`src/rtl/l1_mem_arbiter_pkg.sv`:
```
// Shared widths and FSM encodings for the L1 memory arbiter.
// Optional build macro: ARB_ROUND_ROBIN_EN (round-robin instead of D-side priority).
`ifndef IMEM_BLOCK_ADDR_SIZE
`define IMEM_BLOCK_ADDR_SIZE 8
`endif
`ifndef IBLOCK_SIZE_BITS
`define IBLOCK_SIZE_BITS 128
`endif

package l1_mem_arbiter_pkg;

    localparam int ARB_ADDR_W  = `IMEM_BLOCK_ADDR_SIZE;
    localparam int ARB_BLOCK_W = `IBLOCK_SIZE_BITS;

    typedef enum logic [1:0] {
        ST_IDLE    = 2'd0,
        ST_IC_BUSY = 2'd1,
        ST_DC_BUSY = 2'd2,
        ST_RELEASE = 2'd3
    } arb_state_e;

endpackage

```
`src/rtl/l1_mem_arbiter.sv`:
```
// Arbitrates I-cache refills and D-cache refills/write-backs onto one memory port.
// ARB_ROUND_ROBIN_EN selects alternating grants; default gives the D-side priority.
module l1_mem_arbiter
    import l1_mem_arbiter_pkg::*;
#(
    parameter int ADDR_W  = `IMEM_BLOCK_ADDR_SIZE,
    parameter int BLOCK_W = `IBLOCK_SIZE_BITS
) (
    input  logic               clock,
    input  logic               reset,
    input  logic               ic_req,
    input  logic [ADDR_W-1:0]  ic_addr,
    output logic               ic_ready,
    output logic [BLOCK_W-1:0] ic_rdata,
    input  logic               dc_req,
    input  logic               dc_we,
    input  logic [ADDR_W-1:0]  dc_addr,
    input  logic [BLOCK_W-1:0] dc_wdata,
    output logic               dc_ready,
    output logic [BLOCK_W-1:0] dc_rdata,
    output logic               mem_ren,
    output logic               mem_wen,
    output logic [ADDR_W-1:0]  mem_addr,
    output logic [BLOCK_W-1:0] mem_wdata,
    input  logic               mem_ready,
    input  logic [BLOCK_W-1:0] mem_rdata
);

    arb_state_e         state_q, state_d;
    logic [ADDR_W-1:0]  addr_q;
    logic [BLOCK_W-1:0] wdata_q;
    logic               we_q;
    logic               ic_ready_q, dc_ready_q;
    logic [BLOCK_W-1:0] ic_rdata_q, dc_rdata_q;
    logic               grant_ic, grant_dc;
    logic               idle, ic_done, dc_done;

    assign idle    = (state_q == ST_IDLE);
    assign ic_done = (state_q == ST_IC_BUSY) && mem_ready;
    assign dc_done = (state_q == ST_DC_BUSY) && mem_ready;

`ifdef ARB_ROUND_ROBIN_EN
    // last_dc_q=0 means IC was granted last, so a tie goes to DC
    logic last_dc_q;

    always_ff @(posedge clock or negedge reset) begin
        if (!reset) begin
            last_dc_q <= 1'b0;
        end else if (idle && (ic_req || dc_req)) begin
            last_dc_q <= grant_dc;
        end
    end

    assign grant_dc = dc_req && (!ic_req || !last_dc_q);
`else
    assign grant_dc = dc_req;
`endif
    assign grant_ic = ic_req && !grant_dc;

    always_ff @(posedge clock or negedge reset) begin
        if (!reset) begin
            state_q <= ST_IDLE;
        end else begin
            state_q <= state_d;
        end
    end

    always_comb begin
        state_d = state_q;
        unique case (state_q)
            ST_IDLE: begin
                if (grant_dc) begin
                    state_d = ST_DC_BUSY;
                end else if (grant_ic) begin
                    state_d = ST_IC_BUSY;
                end
            end
            ST_IC_BUSY, ST_DC_BUSY: begin
                if (mem_ready) begin
                    state_d = ST_RELEASE;
                end
            end
            ST_RELEASE: state_d = ST_IDLE;
            default:    state_d = ST_IDLE;
        endcase
    end

    always_comb begin
        mem_ren = 1'b0;
        mem_wen = 1'b0;
        unique case (state_q)
            ST_IC_BUSY: mem_ren = 1'b1;
            ST_DC_BUSY: begin
                mem_ren = !we_q;
                mem_wen = we_q;
            end
            default: ;
        endcase
    end

    always_ff @(posedge clock or negedge reset) begin
        if (!reset) begin
            addr_q     <= '0;
            wdata_q    <= '0;
            we_q       <= 1'b0;
            ic_ready_q <= 1'b0;
            dc_ready_q <= 1'b0;
            ic_rdata_q <= '0;
            dc_rdata_q <= '0;
        end else begin
            ic_ready_q <= ic_done;
            dc_ready_q <= dc_done;
            if (idle && grant_dc) begin
                addr_q  <= dc_addr;
                wdata_q <= dc_wdata;
                we_q    <= dc_we;
            end else if (idle && grant_ic) begin
                addr_q <= ic_addr;
                we_q   <= 1'b0;
            end
            if (ic_done) begin
                ic_rdata_q <= mem_rdata;
            end
            if (dc_done) begin
                dc_rdata_q <= mem_rdata;
            end
        end
    end

    assign mem_addr  = addr_q;
    assign mem_wdata = wdata_q;
    assign ic_ready  = ic_ready_q;
    assign dc_ready  = dc_ready_q;
    assign ic_rdata  = ic_rdata_q;
    assign dc_rdata  = dc_rdata_q;

endmodule
```
`config.mk`:
```
export PLATFORM = sky130hd
export DESIGN_NAME = l1_mem_arbiter
export DESIGN_NICKNAME = d
export VERILOG_FILES = /design/src/rtl/l1_mem_arbiter_pkg.sv /design/src/rtl/l1_mem_arbiter.sv
export SDC_FILE = /design/constraint.sdc
export NUM_CORES = 1
export LEC_CHECK = 0
export BUFFER_PORTS_ARGS = -buffer_cell sky130_fd_sc_hd__clkbuf_2
export CORE_AREA = 2 2 260 262
export CTS_CLUSTER_DIAMETER = 200
export DETAILED_ROUTE_END_ITERATION = 7
export DIE_AREA = 0 0 262 264
export PLACE_DENSITY = 0.57
export SYNTH_ARGS = -nofsm -noshare
export SYNTH_HDL_FRONTEND = slang
export SYNTH_SLANG_ARGS = --single-unit
```
`constraint.sdc`:
```
create_clock -name clock -period 1.5 [get_ports clock]
set_input_delay 0.3 -clock clock [delete_from_list [all_inputs] [get_ports clock]]
set_output_delay 0.3 -clock clock [all_outputs]
set_load 0.01 [all_outputs]
```
======== Word level (Yosys, flattened, before mapping) ========
Index checks and enable logic that the tools add are counted.
storage, ports and cells
  logic and storage cells ................. 34
  output and inout bits ................... 396
  input bits .............................. 278
  bits in registers ....................... 397
operators by class
  equality and inequality tests ........... 5
  reduce and logical (&&, ||, !) cells .... 11
  muxes and demuxes ....................... 10
operator list
  cell                                            count
  two-way mux 8 bit                               2
  two-way mux 2 bit                               3
  case mux 2 bit (3 select lines)                 1
  logical AND 1 bit                               5
  == test 2 bit (second input constant)           2
  two-way mux 1 bit                               3
  inequality test 3 bit (second input constant)   1
  == test 2 x 1 -> 1 bit (second input constant)  1
  logical NOT 1 bit                               2
  logical NOT 2 bit                               1
  inequality test 2 bit (second input constant)   1
  case mux 1 bit (2 select lines)                 1
  AND reduction 2 bit                             1
  nonzero test 2 bit                              1
  OR reduction 2 bit                              1

======== Longest topological paths before layout ========
  depth in word-level cells ............... 5
  mapped depth ............................ 8
  gate-level depth less buffers ........... 5

======== Worst setup path before layout ========
Ideal clock, no wire load.
  path kind ............................... flip-flop to flip-flop
  from .................................... register state_q[0]
  to ...................................... register wdata_q[0], in the netlist mem_wdata[0]
  required time ........................... 1,375 ps
  data arrival time ....................... 1,441 ps
  cell stages (with the launch flop) ...... 8
  slack ................................... -66 ps
  period minus slack after synthesis ...... 1,566 ps
  setup time .............................. 125 ps
  cells stage by stage .................... dfrtp_1 -> inv_1 -> ha_1 -> buf_6 -> nand2_4 -> buf_12 -> buf_12 -> mux2_4
on the way
  cells in the longest elaborated chain, start to end .. 2
ends and longest elaborated chain
  what                    line                   source
  from (decl)             l1_mem_arbiter.sv:29   arb_state_e state_q, state_d;
  from (signal assigned)  l1_mem_arbiter.sv:64   state_q <= state_d;
  logical NOT 2 bit       l1_mem_arbiter.sv:38   assign idle = (state_q == ST_IDLE);
  logical AND 1 bit       l1_mem_arbiter.sv:113  if (idle && grant_dc) begin
  to (signal assigned)    l1_mem_arbiter.sv:115  wdata_q <= dc_wdata;
  to (decl)               l1_mem_arbiter.sv:31   logic [BLOCK_W-1:0] wdata_q;
No other way between the ends.
A chain may end at the register's enable or synchronous reset.

======== Worst setup path after layout ========
  from .................................... register state_q[0]
  to ...................................... output port mem_ren
on the way
  cells in the longest elaborated chain, start to end .. 2
  elaborated cells between the ends (all ways) .. 3
  classes of those cells .................. eq/ne: 2; mux: 1
ends and longest elaborated chain
  what                                                            line                  source
  == test 2 bit / == test 2 x 1 -> 1 bit (equally long branches)  l1_mem_arbiter.sv:91  unique case (state_q)
  case mux 1 bit (2 select lines) *                               l1_mem_arbiter.sv:91
  to (decl)                                                       l1_mem_arbiter.sv:21  output logic mem_ren,
Every way passes the cells marked *; elsewhere a longest branch is shown, timed or not.

==> metrics.cfg <==
[clock_tree]
cts_buffers = 43
cts_max_level = 2
cts_root_buffer = clkbuf_16
clk_path_buf_depth = 3
cts.clk_slew.worst_paths_ns = 0.06
cts_sinks = 397
insertion_delay_ns = 0.56
cts_tree = yes

[synthesis]
synth.distinct_cells = 23
syn_inst = 878
synth_top_flop_cell = dfrtp_1
yosys_register_bits = 397
syn_area_per_cell_um2 = 18.3
synth_edf_count = 0
syn_nets = 1160
postSynth.asyncResetShare = 1.00
synth_area_um2 = 16100
seq_area_frac_synth = 0.618
yosysWarnings = 0

[finish]
layout_common_cells = clkbuf_2, dfrtp_1, mux2_4
layout-drive-gt1-share = 0.657
final_common_cell = clkbuf_2
diodes = 0
fin_nets = 2230
fillers = 6044
syn_to_final_growth_pct = 68.3

[power]
p_clk_frac = 0.183
power_density_nw_per_um2 = 2140
p_seq_frac = 0.344
finalPower_mw = 57.9
switching_share = 0.331
leakage_nw = 13.9
pwr-share-comb = 0.472
switchingPower_mw = 19.2
p_int_mw = 38.8
ir_drop_uv = 1050

[worst_setup_path]
start_kind = register
crit_fanout = 2
crit_family = flip-flops
slowest_stage = dfrtp_1
required_ns = 1.20
cp.buffers_inverters = 3
critical_path_class = register to output port
arrival_ns = 1.68
crit_chain = inv_2 > buf_12 > ha_4 > o21a_1 > clkbuf_8
critPathMaxStageDelay_ns = 0.37
critPathCaptureType = output port

[route]
drtIter0Drc = 462
num_vias = 11813
via_per_inst = 4.14
firstDrtPassIters = 4
postRouteAntennaNets = 0
drcViolationCount = 0
wl_mm = 55.2
wire_per_inst_um = 19.4

[sta]
timing.fmax_mhz = 505
slew_headroom = 0.703
skew_ns = 0.0109
holdWs_ns = 0.0439
hold_viol = 0
setup_viol_count_final = 395
rsz0062_at_grt = true
timing.final.crit_share = 1.32
worstMarginPinSlew_ns = 0.446
drv_slew = 0
fin_crit_ns = 1.98
setup_ws_ns = -0.481

[placement]
port_buffers = 673
dp_hpwl_mm = 35.5
dp_slack_ns = -0.156
gp_congestion = 0.860

[die]
core_area_um2 = 66600
start_util = 0.242
die_height_um = 264
chipWidth_um = 262
num_rows = 95
die_area_um2 = 69200
io_pins = 674

[global_routing]
grt_use_total = 0.153
grt_first_pass_wirelength_mm = 81.2
grt_max_degree = 70
antenna_found_initial = 2
overflow = 0
grt_pass1_vias = 13390

[worst_hold_path]
hp-class = primary input to register

[outcome]
status = complete, but fails checks
violations = setup timing

[run]
maxCapViolations = 0

sequential cells by signal, summed over array words and instances (netlist names):
name and cells:
dc_rdata 128, dc_ready 1, ic_rdata 128, ic_ready 1, mem_addr 8, mem_wdata 128
state_q 2, we_q 1
cell type report:
class,instances,area [µm²],share of cell area
sequential,397,9940,0.367
timing repair buffer,1068,8330,0.308
multi-input combinational,435,6310,0.233
clock buffer,64,1250,0.0464
tap,873,1090,0.0403
clock inverter,10,139,0.00513
inverter,3,11.3,0.000416
synthesized netlist by cell type, drive strengths merged (2+ instances only):
cell type  count  area, µm²
and2           2       15.0
nand3          2       10.0
o22ai          9       56.3
ha             4       50.1
inv            3       11.3
nand2b         2       12.5
a21oi         18       90.1
nand2          4       22.5
mux2         384       5150
nor2b          2       12.5
buf           45        676
dfrtp        397       9930
o21ai          2       10.0
metal layers:
metal	share of wire	wire (µm)	vias to the layer above	global-route usage
li1	-	-	5253	-
met2	0.52	28900	496	0.280
met5	0.00013	7	-	0
met4	0.036	1990	2	0.0626
met3	0.062	3410	117	0.0360
met1	0.38	20900	5945	0.167
timing repair:
action | CTS | global route
resized for setup | 225 | 133
endpoints found under the hold margin | 566 | 0
pin swaps | 3 | 6
hold buffers | 248 | 0
setup buffers | 52 | 14
cloned | 38 | 2
setup endpoints to repair | 394 | 398
final timing paths:
| check | from | end | slack [ns] | depth (start not counted) |
|---|---|---|---|---|
| worst max-delay path | state_q[0] | mem_ren | -0.48 | 5 |
| worst min-delay path | mem_rdata[68] | dc_rdata[68] | 0.04 | 2 |
| worst max register to register | state_q[0] | dc_rdata[89] | -0.41 | 10 |
| worst min register to register | mem_wdata[81] | mem_wdata[81] | 0.50 | 1 |
| max in group asynchronous | reset | dc_rdata[90] | 0.53 | 4 |
| min in group asynchronous | reset | mem_wdata[106] | 0.23 | 2 |
cell families (layout without fill, tap and decap cells):
kind of cell | after synthesis | count (layout) | synth area share
buffers and inverters | 49 | 1145 | 0.0429
muxes | 384 | 384 | 0.320
adders and majority gates | 4 | 4 | 0.00311
and+or+nand+nor | 13 | 16 | 0.00521
DFF | 397 | 397 | 0.618
AOI/OAI and AO/OA | 31 | 31 | 0.0107
through the flow:
step	util	area [µm²]	setup TNS [ns]	cells
2_1_floorplan	-	16100	-1.05	878
3_3_place_gp	0.312	20800	-34.55	2455
3_5_place_dp	0.312	20800	-40.95	2455
4_1_cts	0.406	27100	-88.69	2867
5_1_grt	0.407	27100	-120.99	2850
6_report	0.407	27100	-98.93	2850
power by group through the flow:
| stage | logic, mW | registers [mW] | clock network [mW] |
|---|---|---|---|
| global placement | 21.3 | 19.6 | 0 |
| detailed placement | 21.7 | 19.7 | 0 |
| finish | 27.4 | 20.0 | 10.6 |
| CTS | 27.1 | 19.7 | 10.9 |
| floorplan | 10.5 | 21.7 | 0 |
| global route | 29.0 | 20.6 | 11.4 |
Power figures use the tool's default switching activity.
